<file path="config.mk">
export PLATFORM = sky130hd
export DESIGN_NAME = shifter_sequencer_flat
export DESIGN_NICKNAME = d
export VERILOG_FILES = /design/src/rtl/shifter_sequencer_pkg.sv /design/src/rtl/shifter_sequencer_if.sv /design/src/rtl/shifter_sequencer_shift_step.sv /design/src/rtl/shifter_sequencer.sv /design/src/flat_wrapper.sv
export SDC_FILE = /design/constraint.sdc
export NUM_CORES = 1
export LEC_CHECK = 0
export CAP_MARGIN = 20
export CORE_ASPECT_RATIO = 1.75
export CORE_MARGIN = 1
export CORE_UTILIZATION = 47
export CTS_CLUSTER_SIZE = 30
export DETAILED_ROUTE_END_ITERATION = 6
export PLACE_DENSITY_LB_ADDON = 0.05
export SLEW_MARGIN = 15
export SYNTH_ARGS = -nofsm -noshare
export SYNTH_HDL_FRONTEND = slang
export SYNTH_SLANG_ARGS = --single-unit
</file>
<file path="constraint.sdc">
create_clock -name clk -period 2.6 [get_ports clk]
set_input_delay 0.52 -clock clk [delete_from_list [all_inputs] [get_ports clk]]
set_output_delay 0.52 -clock clk [all_outputs]
set_load 0.005 [all_outputs]
</file>
<file path="src/rtl/shifter_sequencer_pkg.sv">
// Shared types and constants for the shifter sequencer: shift kinds, FSM states, word width.
package shifter_sequencer_pkg;

  localparam int unsigned WORD_W = 32;

  typedef enum logic [1:0] {
    ShLsl = 2'b00,
    ShLsr = 2'b01,
    ShAsr = 2'b10,
    ShRor = 2'b11
  } shift_kind_e;

  typedef enum logic [1:0] {
    StIdle,
    StShift,
    StDone
  } state_e;

endpackage

</file>
<file path="src/rtl/shifter_sequencer_if.sv">
// Request/response bundle between the EXE stage (master) and the shifter sequencer (slave).
interface shifter_sequencer_if;

  logic                                    valid;
  logic [shifter_sequencer_pkg::WORD_W-1:0] Rm;
  logic [7:0]                              Rs_low;
  logic [11:0]                             shift_operand;
  logic                                    immediate;
  logic                                    is_mem_instruction;
  logic                                    reg_shift;
  logic                                    carry_in;
  logic                                    flush;
  logic                                    ready;
  logic                                    stall;
  logic                                    result_valid;
  logic [shifter_sequencer_pkg::WORD_W-1:0] result;
  logic                                    carry_out;

  modport master (
    output valid, Rm, Rs_low, shift_operand, immediate, is_mem_instruction, reg_shift,
    output carry_in, flush,
    input  ready, stall, result_valid, result, carry_out
  );

  modport slave (
    input  valid, Rm, Rs_low, shift_operand, immediate, is_mem_instruction, reg_shift,
    input  carry_in, flush,
    output ready, stall, result_valid, result, carry_out
  );

endinterface

</file>
<file path="src/rtl/shifter_sequencer_shift_step.sv">
// shift_step: combinational 0..STEP-bit LSL/LSR/ASR/ROR stage returning the last bit shifted out.
module shift_step
  import shifter_sequencer_pkg::*;
#(
  parameter int unsigned STEP = 1
) (
  input  logic [WORD_W-1:0]          acc_i,
  input  shift_kind_e                kind_i,
  input  logic [$clog2(STEP+1)-1:0]  amt_i,
  input  logic                       carry_i,
  output logic [WORD_W-1:0]          acc_o,
  output logic                       carry_o
);

  // One guard bit beside the word catches the last bit shifted out.
  logic [WORD_W:0] ext;

  always_comb begin
    ext     = '0;
    acc_o   = acc_i;
    carry_o = carry_i;
    unique case (kind_i)
      ShLsl: begin
        ext     = {1'b0, acc_i} << amt_i;
        acc_o   = ext[WORD_W-1:0];
        carry_o = ext[WORD_W];
      end
      ShLsr: begin
        ext     = {acc_i, 1'b0} >> amt_i;
        acc_o   = ext[WORD_W:1];
        carry_o = ext[0];
      end
      ShAsr: begin
        ext     = $signed({acc_i, 1'b0}) >>> amt_i;
        acc_o   = ext[WORD_W:1];
        carry_o = ext[0];
      end
      ShRor: begin
        acc_o   = (acc_i >> amt_i) | (acc_i << (WORD_W - amt_i));
        carry_o = acc_o[WORD_W-1];
      end
      default: ;
    endcase
    if (amt_i == '0) begin
      carry_o = carry_i;
    end
  end

endmodule

</file>
<file path="src/rtl/shifter_sequencer.sv">
// Multi-cycle second-operand shifter: decodes at accept, then shifts STEP bits per cycle.
// Optional ARM shifter carry output is built only when SHIFTER_CARRY_OUT_EN is defined.
module shifter_sequencer
  import shifter_sequencer_pkg::*;
#(
  parameter int unsigned STEP = 1
) (
  input logic               clk,
  input logic               rst,
  shifter_sequencer_if.slave bus
);

  localparam int unsigned AmtW    = $clog2(STEP + 1);
  localparam logic [5:0]  StepAmt = 6'(STEP);

  state_e              state_q, state_d;
  shift_kind_e         kind_q, kind_d, dec_kind;
  logic [WORD_W-1:0]   acc_q, acc_d, dec_acc, step_acc, result_q, result_d;
  logic [5:0]          rem_q, rem_d, dec_amt;
  logic [AmtW-1:0]     step_amt;
  logic [4:0]          imm_amt;
  logic                ready_q, ready_d, stall_q, stall_d, rv_q, rv_d;
  logic                accept;

  assign imm_amt = bus.shift_operand[11:7];
  assign accept  = (state_q == StIdle) && bus.valid && !bus.flush;

  // Remaining amount is counted in bits; the last iteration takes whatever is left.
  assign step_amt = (rem_q > StepAmt) ? AmtW'(STEP) : AmtW'(rem_q);

  always_comb begin
    dec_kind = shift_kind_e'(bus.shift_operand[6:5]);
    dec_acc  = bus.Rm;
    dec_amt  = '0;
    if (bus.is_mem_instruction) begin
      dec_acc  = {{20{bus.shift_operand[11]}}, bus.shift_operand};
      dec_kind = ShLsl;
    end else if (bus.immediate) begin
      dec_acc  = {24'b0, bus.shift_operand[7:0]};
      dec_kind = ShRor;
      dec_amt  = {1'b0, bus.shift_operand[11:8], 1'b0};
    end else if (bus.reg_shift) begin
      if (bus.Rs_low == 8'd0) begin
        dec_amt = '0;
      end else if (dec_kind == ShRor) begin
        dec_amt = {1'b0, bus.Rs_low[4:0]};
      end else if (bus.Rs_low > 8'd32) begin
        dec_amt = 6'd32;
      end else begin
        dec_amt = bus.Rs_low[5:0];
      end
    end else begin
      unique case (dec_kind)
        ShLsl:        dec_amt = {1'b0, imm_amt};
        ShLsr, ShAsr: dec_amt = (imm_amt == 5'd0) ? 6'd32 : {1'b0, imm_amt};
        ShRor: begin
          if (imm_amt == 5'd0) begin
            dec_acc = {bus.carry_in, bus.Rm[WORD_W-1:1]};
          end else begin
            dec_amt = {1'b0, imm_amt};
          end
        end
        default: ;
      endcase
    end
  end

`ifdef SHIFTER_CARRY_OUT_EN
  logic carry_q, carry_d, over_q, over_d, cout_q, cout_d, step_carry;
  logic dec_carry, dec_over;

  // RRX seeds the carry with Rm[0]; LSL/LSR beyond 32 force a zero carry at the end.
  always_comb begin
    dec_carry = bus.carry_in;
    dec_over  = 1'b0;
    if (!bus.is_mem_instruction && !bus.immediate) begin
      if (!bus.reg_shift && dec_kind == ShRor && imm_amt == 5'd0) begin
        dec_carry = bus.Rm[0];
      end
      if (bus.reg_shift && bus.Rs_low > 8'd32 && (dec_kind == ShLsl || dec_kind == ShLsr)) begin
        dec_over = 1'b1;
      end
    end
  end

  always_comb begin
    carry_d = carry_q;
    over_d  = over_q;
    cout_d  = cout_q;
    if (accept) begin
      carry_d = dec_carry;
      over_d  = dec_over;
    end else if (state_q == StShift && !bus.flush) begin
      carry_d = step_carry;
    end
    if (state_d == StDone) begin
      cout_d = over_d ? 1'b0 : carry_d;
    end
  end

  always_ff @(posedge clk) begin
    if (rst) begin
      carry_q <= 1'b0;
      over_q  <= 1'b0;
      cout_q  <= 1'b0;
    end else begin
      carry_q <= carry_d;
      over_q  <= over_d;
      cout_q  <= cout_d;
    end
  end

  assign bus.carry_out = cout_q;
`else
  assign bus.carry_out = 1'b0;
`endif

  shift_step #(
    .STEP(STEP)
  ) u_shift_step (
    .acc_i   (acc_q),
    .kind_i  (kind_q),
    .amt_i   (step_amt),
`ifdef SHIFTER_CARRY_OUT_EN
    .carry_i (carry_q),
    .carry_o (step_carry),
`else
    .carry_i (1'b0),
    .carry_o (),
`endif
    .acc_o   (step_acc)
  );

  always_comb begin
    state_d  = state_q;
    acc_d    = acc_q;
    kind_d   = kind_q;
    rem_d    = rem_q;
    result_d = result_q;
    unique case (state_q)
      StIdle: begin
        if (accept) begin
          acc_d   = dec_acc;
          kind_d  = dec_kind;
          rem_d   = dec_amt;
          state_d = (dec_amt == 6'd0) ? StDone : StShift;
        end
      end
      StShift: begin
        if (bus.flush) begin
          state_d = StIdle;
        end else begin
          acc_d = step_acc;
          rem_d = rem_q - 6'(step_amt);
          if (rem_d == 6'd0) begin
            state_d = StDone;
          end
        end
      end
      StDone:  state_d = StIdle;
      default: state_d = StIdle;
    endcase
    // Result only moves on a completed operation, so a flush leaves the old value visible.
    if (state_d == StDone) begin
      result_d = acc_d;
    end
    ready_d = (state_d == StIdle);
    stall_d = (state_d != StIdle);
    rv_d    = (state_d == StDone);
  end

  always_ff @(posedge clk) begin
    if (rst) begin
      state_q  <= StIdle;
      acc_q    <= '0;
      kind_q   <= ShLsl;
      rem_q    <= '0;
      result_q <= '0;
      ready_q  <= 1'b1;
      stall_q  <= 1'b0;
      rv_q     <= 1'b0;
    end else begin
      state_q  <= state_d;
      acc_q    <= acc_d;
      kind_q   <= kind_d;
      rem_q    <= rem_d;
      result_q <= result_d;
      ready_q  <= ready_d;
      stall_q  <= stall_d;
      rv_q     <= rv_d;
    end
  end

  assign bus.ready        = ready_q;
  assign bus.stall        = stall_q;
  assign bus.result_valid = rv_q;
  assign bus.result       = result_q;

endmodule

</file>
<file path="src/flat_wrapper.sv">
// flat-port wrapper written by rule: the top's interface ports become plain ports
module shifter_sequencer_flat import shifter_sequencer_pkg::*;
#(
  parameter int unsigned STEP = 1
)
  (clk, rst, bus_valid, bus_Rm, bus_Rs_low, bus_shift_operand, bus_immediate, bus_is_mem_instruction, bus_reg_shift, bus_carry_in, bus_flush, bus_ready, bus_stall, bus_result_valid, bus_result, bus_carry_out);
  shifter_sequencer_if bus_i ();
  input logic clk;
  input logic rst;
  input wire logic [$bits(bus_i.valid)-1:0] bus_valid;
  input wire logic [$bits(bus_i.Rm)-1:0] bus_Rm;
  input wire logic [$bits(bus_i.Rs_low)-1:0] bus_Rs_low;
  input wire logic [$bits(bus_i.shift_operand)-1:0] bus_shift_operand;
  input wire logic [$bits(bus_i.immediate)-1:0] bus_immediate;
  input wire logic [$bits(bus_i.is_mem_instruction)-1:0] bus_is_mem_instruction;
  input wire logic [$bits(bus_i.reg_shift)-1:0] bus_reg_shift;
  input wire logic [$bits(bus_i.carry_in)-1:0] bus_carry_in;
  input wire logic [$bits(bus_i.flush)-1:0] bus_flush;
  output wire logic [$bits(bus_i.ready)-1:0] bus_ready;
  output wire logic [$bits(bus_i.stall)-1:0] bus_stall;
  output wire logic [$bits(bus_i.result_valid)-1:0] bus_result_valid;
  output wire logic [$bits(bus_i.result)-1:0] bus_result;
  output wire logic [$bits(bus_i.carry_out)-1:0] bus_carry_out;
  assign bus_i.valid = bus_valid;
  assign bus_i.Rm = bus_Rm;
  assign bus_i.Rs_low = bus_Rs_low;
  assign bus_i.shift_operand = bus_shift_operand;
  assign bus_i.immediate = bus_immediate;
  assign bus_i.is_mem_instruction = bus_is_mem_instruction;
  assign bus_i.reg_shift = bus_reg_shift;
  assign bus_i.carry_in = bus_carry_in;
  assign bus_i.flush = bus_flush;
  assign bus_ready = bus_i.ready;
  assign bus_stall = bus_i.stall;
  assign bus_result_valid = bus_i.result_valid;
  assign bus_result = bus_i.result;
  assign bus_carry_out = bus_i.carry_out;
  shifter_sequencer #(.STEP(STEP)) u_core (.clk(clk), .rst(rst), .bus(bus_i));
endmodule
</file>
== Word-level counts from Yosys, hierarchy flattened ==
Index checks and enable logic that the tools add are counted.

* Register bits after elaboration: 77
* Output and inout port bits: 36
* Logic and storage cells: 73
* Input port bits: 60

* Mux-type cells: 29
* Add/sub/neg operators: 2
* Reduce and logical (&&, ||, !) cells: 16
* Magnitude comparators: 2
* Bitwise operators: 1
* Equal/unequal tests: 10
* Shift-type cells: 5

{| class="wikitable"
|+ Operators by type and width
! operator !! count
|-
| 32-bit 2-to-1 mux || 7
|-
| 32-bit case mux with 4 select lines || 1
|-
| 32-bit case mux with 2 select lines || 1
|-
| 6-bit 2-to-1 mux || 9
|-
| 33-bit by 1-bit right shift with 33-bit output || 1
|-
| 33-bit by 1-bit >>> shifter with 33-bit output || 1
|-
| 32-bit bitwise OR || 1
|-
| 32-bit by 1-bit left shift with 32-bit output || 1
|-
| 32-bit by 32-bit left shift with 32-bit output || 1
|-
| 32-bit by 1-bit right shift with 32-bit output || 1
|-
| 6-bit case mux with 3 select lines || 1
|-
| 6-bit zero test || 2
|-
| 2-bit 2-to-1 mux || 6
|-
| 6-bit case mux with 2 select lines || 1
|-
| 2-bit == test, second input constant || 5
|-
| 8-bit by 6-bit > comparator with 1-bit output, second input constant || 1
|-
| 2-bit zero test || 4
|-
| 8-bit zero test || 1
|-
| 6-bit by 1-bit subtractor with 7-bit output, first input constant || 1
|-
| 2-bit by 1-bit == test with 1-bit output, second input constant || 3
|-
| 6-bit by 1-bit > comparator with 1-bit output, second input constant || 1
|-
| 6-bit by 1-bit subtractor with 6-bit output || 1
|-
| 5-bit zero test || 1
|-
| 5-bit 2-to-1 mux || 1
|-
| 10 further kinds || 12
|}

== Longest topological paths before layout ==
* Word-level depth: 12
* Depth in mapped cells: 11
* Gate-level depth less buffers: 9

== Cells and area by module ==
Synthesis repeated with hierarchy kept, for this count alone.

* Cells, all modules: 582
* Area total of the unflattened synthesis: 4936.0 um2

{| class="wikitable"
|+ Modules (own cells, without submodules)
! module !! area an instance (um2) !! times used !! seq. area each (um2) !! cells an instance
|-
| shifter_sequencer || 4221.5 || 1 || 1541.5 || 470
|-
| shift_step || 714.4 || 1 || 0.0 || 112
|}

== Worst setup path before layout ==
No wires, ideal clock.

* Path type: register to register
* From: reg u_core.rem_q[2]
* To: reg u_core.result_q[22], in the netlist u_core.bus.result[22]
* Data arrival time: 2.568 ns
* Path buffers: 2
* Clock period less this slack: 2.689 ns
* Cell stages (with the launch flop): 12
* Required time: 2.479 ns
* Slack: -0.089 ns
* Cells stage by stage: dfxtp_1 -> nor4_1 -> a21oi_1 -> ha_1 -> xor2_1 -> nor4b_1 -> o21ai_1 -> or3_1 -> buf_2 -> nand2_1 -> buf_4 -> mux2_2

* Cells in the longest elaborated chain, start to end: 8
* Elaborated cells between the ends (all ways): 18

{| class="wikitable"
|+ Ends and longest elaborated chain
! element !! line !! RTL
|-
| start, declared || shifter_sequencer.sv:19 || <nowiki>logic [5:0] rem_q, rem_d, dec_amt;</nowiki>
|-
| start signal, assigned || shifter_sequencer.sv:186 || <nowiki>rem_q <= rem_d;</nowiki>
|-
| 6-bit by 1-bit > comparator with 1-bit output || shifter_sequencer.sv:29 || <nowiki>assign step_amt = (rem_q > StepAmt) ? AmtW'(STEP) : AmtW'(rem_q);</nowiki>
|-
| 1-bit 2-to-1 mux || shifter_sequencer.sv:29 ||
|-
| 6-bit by 1-bit subtractor with 7-bit output / 6-bit by 1-bit subtractor with 6-bit output (equally long branches) || shifter_sequencer_shift_step.sv:39, shifter_sequencer.sv:154 ||
|-
| 32-bit by 32-bit left shift with 32-bit output / 6-bit zero test (equally long branches) || shifter_sequencer_shift_step.sv:39, shifter_sequencer.sv:155 ||
|-
| 32-bit bitwise OR / 2-bit 2-to-1 mux (equally long branches) || shifter_sequencer_shift_step.sv:39, shifter_sequencer.sv:155 ||
|-
| 32-bit case mux with 4 select lines / 2-bit 2-to-1 mux (equally long branches) || shifter_sequencer_shift_step.sv:22, shifter_sequencer.sv:150 ||
|-
| 32-bit 2-to-1 mux / 2-bit case mux with 2 select lines (equally long branches) || shifter_sequencer.sv:150, shifter_sequencer.sv:140 ||
|-
| 32-bit case mux with 2 select lines / 2-bit == test (equally long branches) || shifter_sequencer.sv:140, shifter_sequencer.sv:164 ||
|-
| end signal, assigned || shifter_sequencer.sv:187 || <nowiki>result_q <= result_d;</nowiki>
|-
| end, declared || shifter_sequencer.sv:18 || <nowiki>logic [WORD_W-1:0] acc_q, acc_d, dec_acc, step_acc, result_q, result_d;</nowiki>
|}

Parallel ways exist; a longest one is shown, timed or not.
A chain may end at the register's enable or synchronous reset.

== Final worst setup path ==
* From: reg u_core.rem_q[1]
* To: reg u_core.result_q[27], in the netlist u_core.bus.result[27]

Same word-level chain as after synthesis.

==> flow_summary.yaml <==
floorplan:
  initial_core_util_pct: 48.79
  core_sq_um: 9585
  std_cell_rows: 47
  die_h_um: 134.0
  die_width_um: 77.41
  die_area_sq_um: 10370
  io_pins: 96
yosys:
  synth_most_common_cell: "dfxtp_1"
  synth.top_cells.by_count: "77 x dfxtp_1, 58 x a21oi_1, 47 x nor2_1, 35 x mux2_2, 33 x nand2_1"
  synth_area_sq_um: 4677
  synth_edf_count: 0
  async_reset_ff_share_pct: 0
  synth_cell_types: 61
  synth_area_leaders: "dfxtp_1 33%, mux2_2 8.4%, a21oi_1 6.2%"
  yosysSeqAreaShare_pct: 32.96
  avgSynthCellArea_sq_um: 8.742
  synthMuxAreaShare_pct: 15.57
  synthXorXnorAreaFrac_pct: 0.1873
  synth_top_family_by_area: "compound AO/OA/AOI/OAI gates"
  synth.largest_area_cell: "dfxtp_1"
  syn-num-nets: 598
  ys.flop_type: "dfxtp_1"
  synth-simple-area-share_pct: 15.92
  synth-seq-cells: 77
  synth_cells: 535
  yosys_warnings: 0
  synth_top_area_share_pct: 32.96
  yosys.area_share.adder_pct: 0.8026
  synth_compound_area_share_pct: 28.89
routing:
  drtIter0Drc: 311
  drc_errors: 0
  wl_per_cell_um: 19.42
  drtPass1Iterations: 5
  drtAntennaViolNets: 0
  drt_wl_total_mm: 15.61
  num_vias: 4878
  vias_per_cell: 6.067
global_routing:
  gr-total-overflow: 0
  grt_antenna_before_repair: 0
  first_global_vias: 4960
  grt_max_degree: 78
  grtUsageTotal_pct: 30.54
  grt_pass1_wl_mm: 24.63
timing:
  fin_ws_ns: -0.1889
  fin_crit_sh_pct: 107.3
  final-hold-violation-count: 0
  fin_skew_ns: 0.004425
  finalSetupTns_ns: -4.639
  slew_viol_final: 0
  setup_violations: 30
  max-slew-margin-rel_pct: 65.64
  period_minus_slack_ns: 2.789
  fmax_mhz: 358.6
  tightest_slew_ns: 0.5154
  rsz0062_at_grt: "yes"
worst_setup_path:
  required_ns: 2.83
  timing.critical_path.from: "u_core.rem_q[1]"
  crit_path_end: "u_core.bus.result[27]"
  r2r_end: "u_core.bus.result[27]"
  r2r_cells: 11
  r2r-start: "u_core.rem_q[1]"
  critPathMaxFanout: 7
  start_kind: "flip-flop"
  cp-end-kind: "flip-flop"
  rrSetupSlack_ns: -0.19
  critPathArrivalTime_ns: 3.02
  worst-setup-path-type: "flip-flop to flip-flop"
clock_tree:
  ctsHtreeMaxLevel: 3
  clock_path_buffers: 2
  numClockSinks: 77
  clock_latency_ns: 0.34
  root_buffer: "clkbuf_16"
  cts_tree: "yes"
  numCtsBuffers: 9
  cts.clk_slew.worst_paths_ns: 0.06
hold_path:
  hp-start: "u_core.bus.result[2]"
  hp-class: "flip-flop to flip-flop"
job:
  maxCapViolCount: 0
final_layout:
  regArea_sq_um: 1545
  fill_cells: 781
  fin_cells: 804
  synthToLayoutAreaGrowth_pct: 46.25
  multiInputGateArea_sq_um: 3067
  drive_above_1_share_pct: 28.59
  layout.nets: 740
  diodes: 0
place:
  port_buffers: 94
  dpl.hpwl_mm: 10.41
  placedCellCount: 766
  place_congestion: 0.9108
outcome:
  status: "complete, but fails checks"
  violations: "setup timing"
power_and_ir_drop:
  peakVddDrop_mv: 0.3835
  power_density_nw_per_um2: 498.3
  p_leak_uw: 0.002646
## sequential cells by signal, summed over array words and instances, names as in the netlist
signal and cells:
u_core.bus.ready 1, u_core.kind_q 2, u_core.bus.stall 1, u_core.bus.result 32
u_core.acc_q 32, u_core.state_q 2, u_core.bus.result_valid 1, u_core.rem_q 6
## worst max-delay path, cell delays in order, from the launching register on
cell and delay [ns]:
dfxtp_2 0.33, nor4_4 0.36, a21oi_2 0.12, ha_2 0.20
xor2_1 0.15, nor4b_2 0.26, o21ai_1 0.16, or3_4 0.39
nand2_4 0.10, buf_6 0.13, buf_16 0.15, mux2_2 0.33
## routing by layer
metal / up-vias / GRT usage [%] / part of all wire, %
li1: 2272 / - / -
met1: 2309 / 32.50 / 38
met2: 240 / 55.31 / 52
met3: 57 / 5.034 / 5.4
met4: 0 / 18.55 / 5.1
met5: - / 0 / 0
## worst min path at each step
stage                           end  cells past startpoint
2_1_floorplan  u_core.bus.result[2]                      2
4_1_cts        u_core.bus.result[2]                      2
5_1_grt        u_core.bus.result[2]                      2
6_report       u_core.bus.result[2]                      2
3_5_place_dp   u_core.bus.result[2]                      2
3_3_place_gp   u_core.bus.result[2]                      2
## cell usage in the layout (no fill, tap or decap), drive strengths merged, types with 3 or more instances in the layout
master,netlist,layout
a211oi,4,4
a21o,8,8
a21oi,58,58
a221o,3,3
a221oi,22,22
a22oi,11,11
a2bb2oi,3,3
a311oi,3,3
a31oi,3,3
buf,20,81
clkbuf,23,10
clkdlybuf4s50,0,93
clkinv,1,3
clkinvlp,0,3
dfxtp,77,77
ha,3,3
inv,11,11
mux2,54,54
mux2i,12,12
nand2,33,33
nand2b,4,4
nand3,5,5
nor2,48,48
nor2b,31,31
nor3,6,6
nor3b,3,3
o211ai,3,3
o21ai,32,32
o22ai,6,6
o32ai,14,14
or2,5,5
or3,4,4
## power breakdown
| part | internal [uW] | total (uW) | switching, uW | leakage (uW) |
|---|---|---|---|---|
| clock | 766 | 1280 | 514 | 0.000140 |
| combinational | 454 | 864 | 410 | 0.00188 |
| sequential | 1230 | 1260 | 39.3 | 0.000626 |
## area by class of cell
cell class	count	share of cell area (%)
Clock buffer	10	3.494
Clock inverter	6	0.9146
Inverter	12	0.6585
Multi-Input combinational cell	403	44.83
Sequential cell	77	22.59
Tap cell	122	2.232
Timing Repair Buffer	174	25.28
## metrics by stage
step           hold WS, ns  setup WS, ns  utilization, %  total power [uW]  area [sq um]
3_3_place_gp        0.4650       -0.4013           63.37              1966          6075
5_1_grt             0.4987       -0.2312           71.36              3524          6840
3_5_place_dp        0.4622       -0.4748           63.37              1977          6075
4_1_cts             0.4737       -0.1965           70.77              3395          6784
2_1_floorplan       0.4599       0.02577               -              1664          4700
6_report            0.4709       -0.1889           71.36              3409          6840
## what timing repair did
action,in CTS,in global routing
setup endpoints to repair,31,36
pin swaps,9,11
setup buffers,19,4
hold buffers,0,0
gates cloned,3,0
resized for setup,48,12
## cells by family after synthesis
family                     after synthesis
AOI/OAI and AO/OA                      182
xor gates and xnor gates                 1
adders and majority gates                3
buffers and inverters                   55
DFF                                     77
muxes                                   66
other                                    1
and+or+nand+nor                        150
Power figures use the tool's default switching activity.
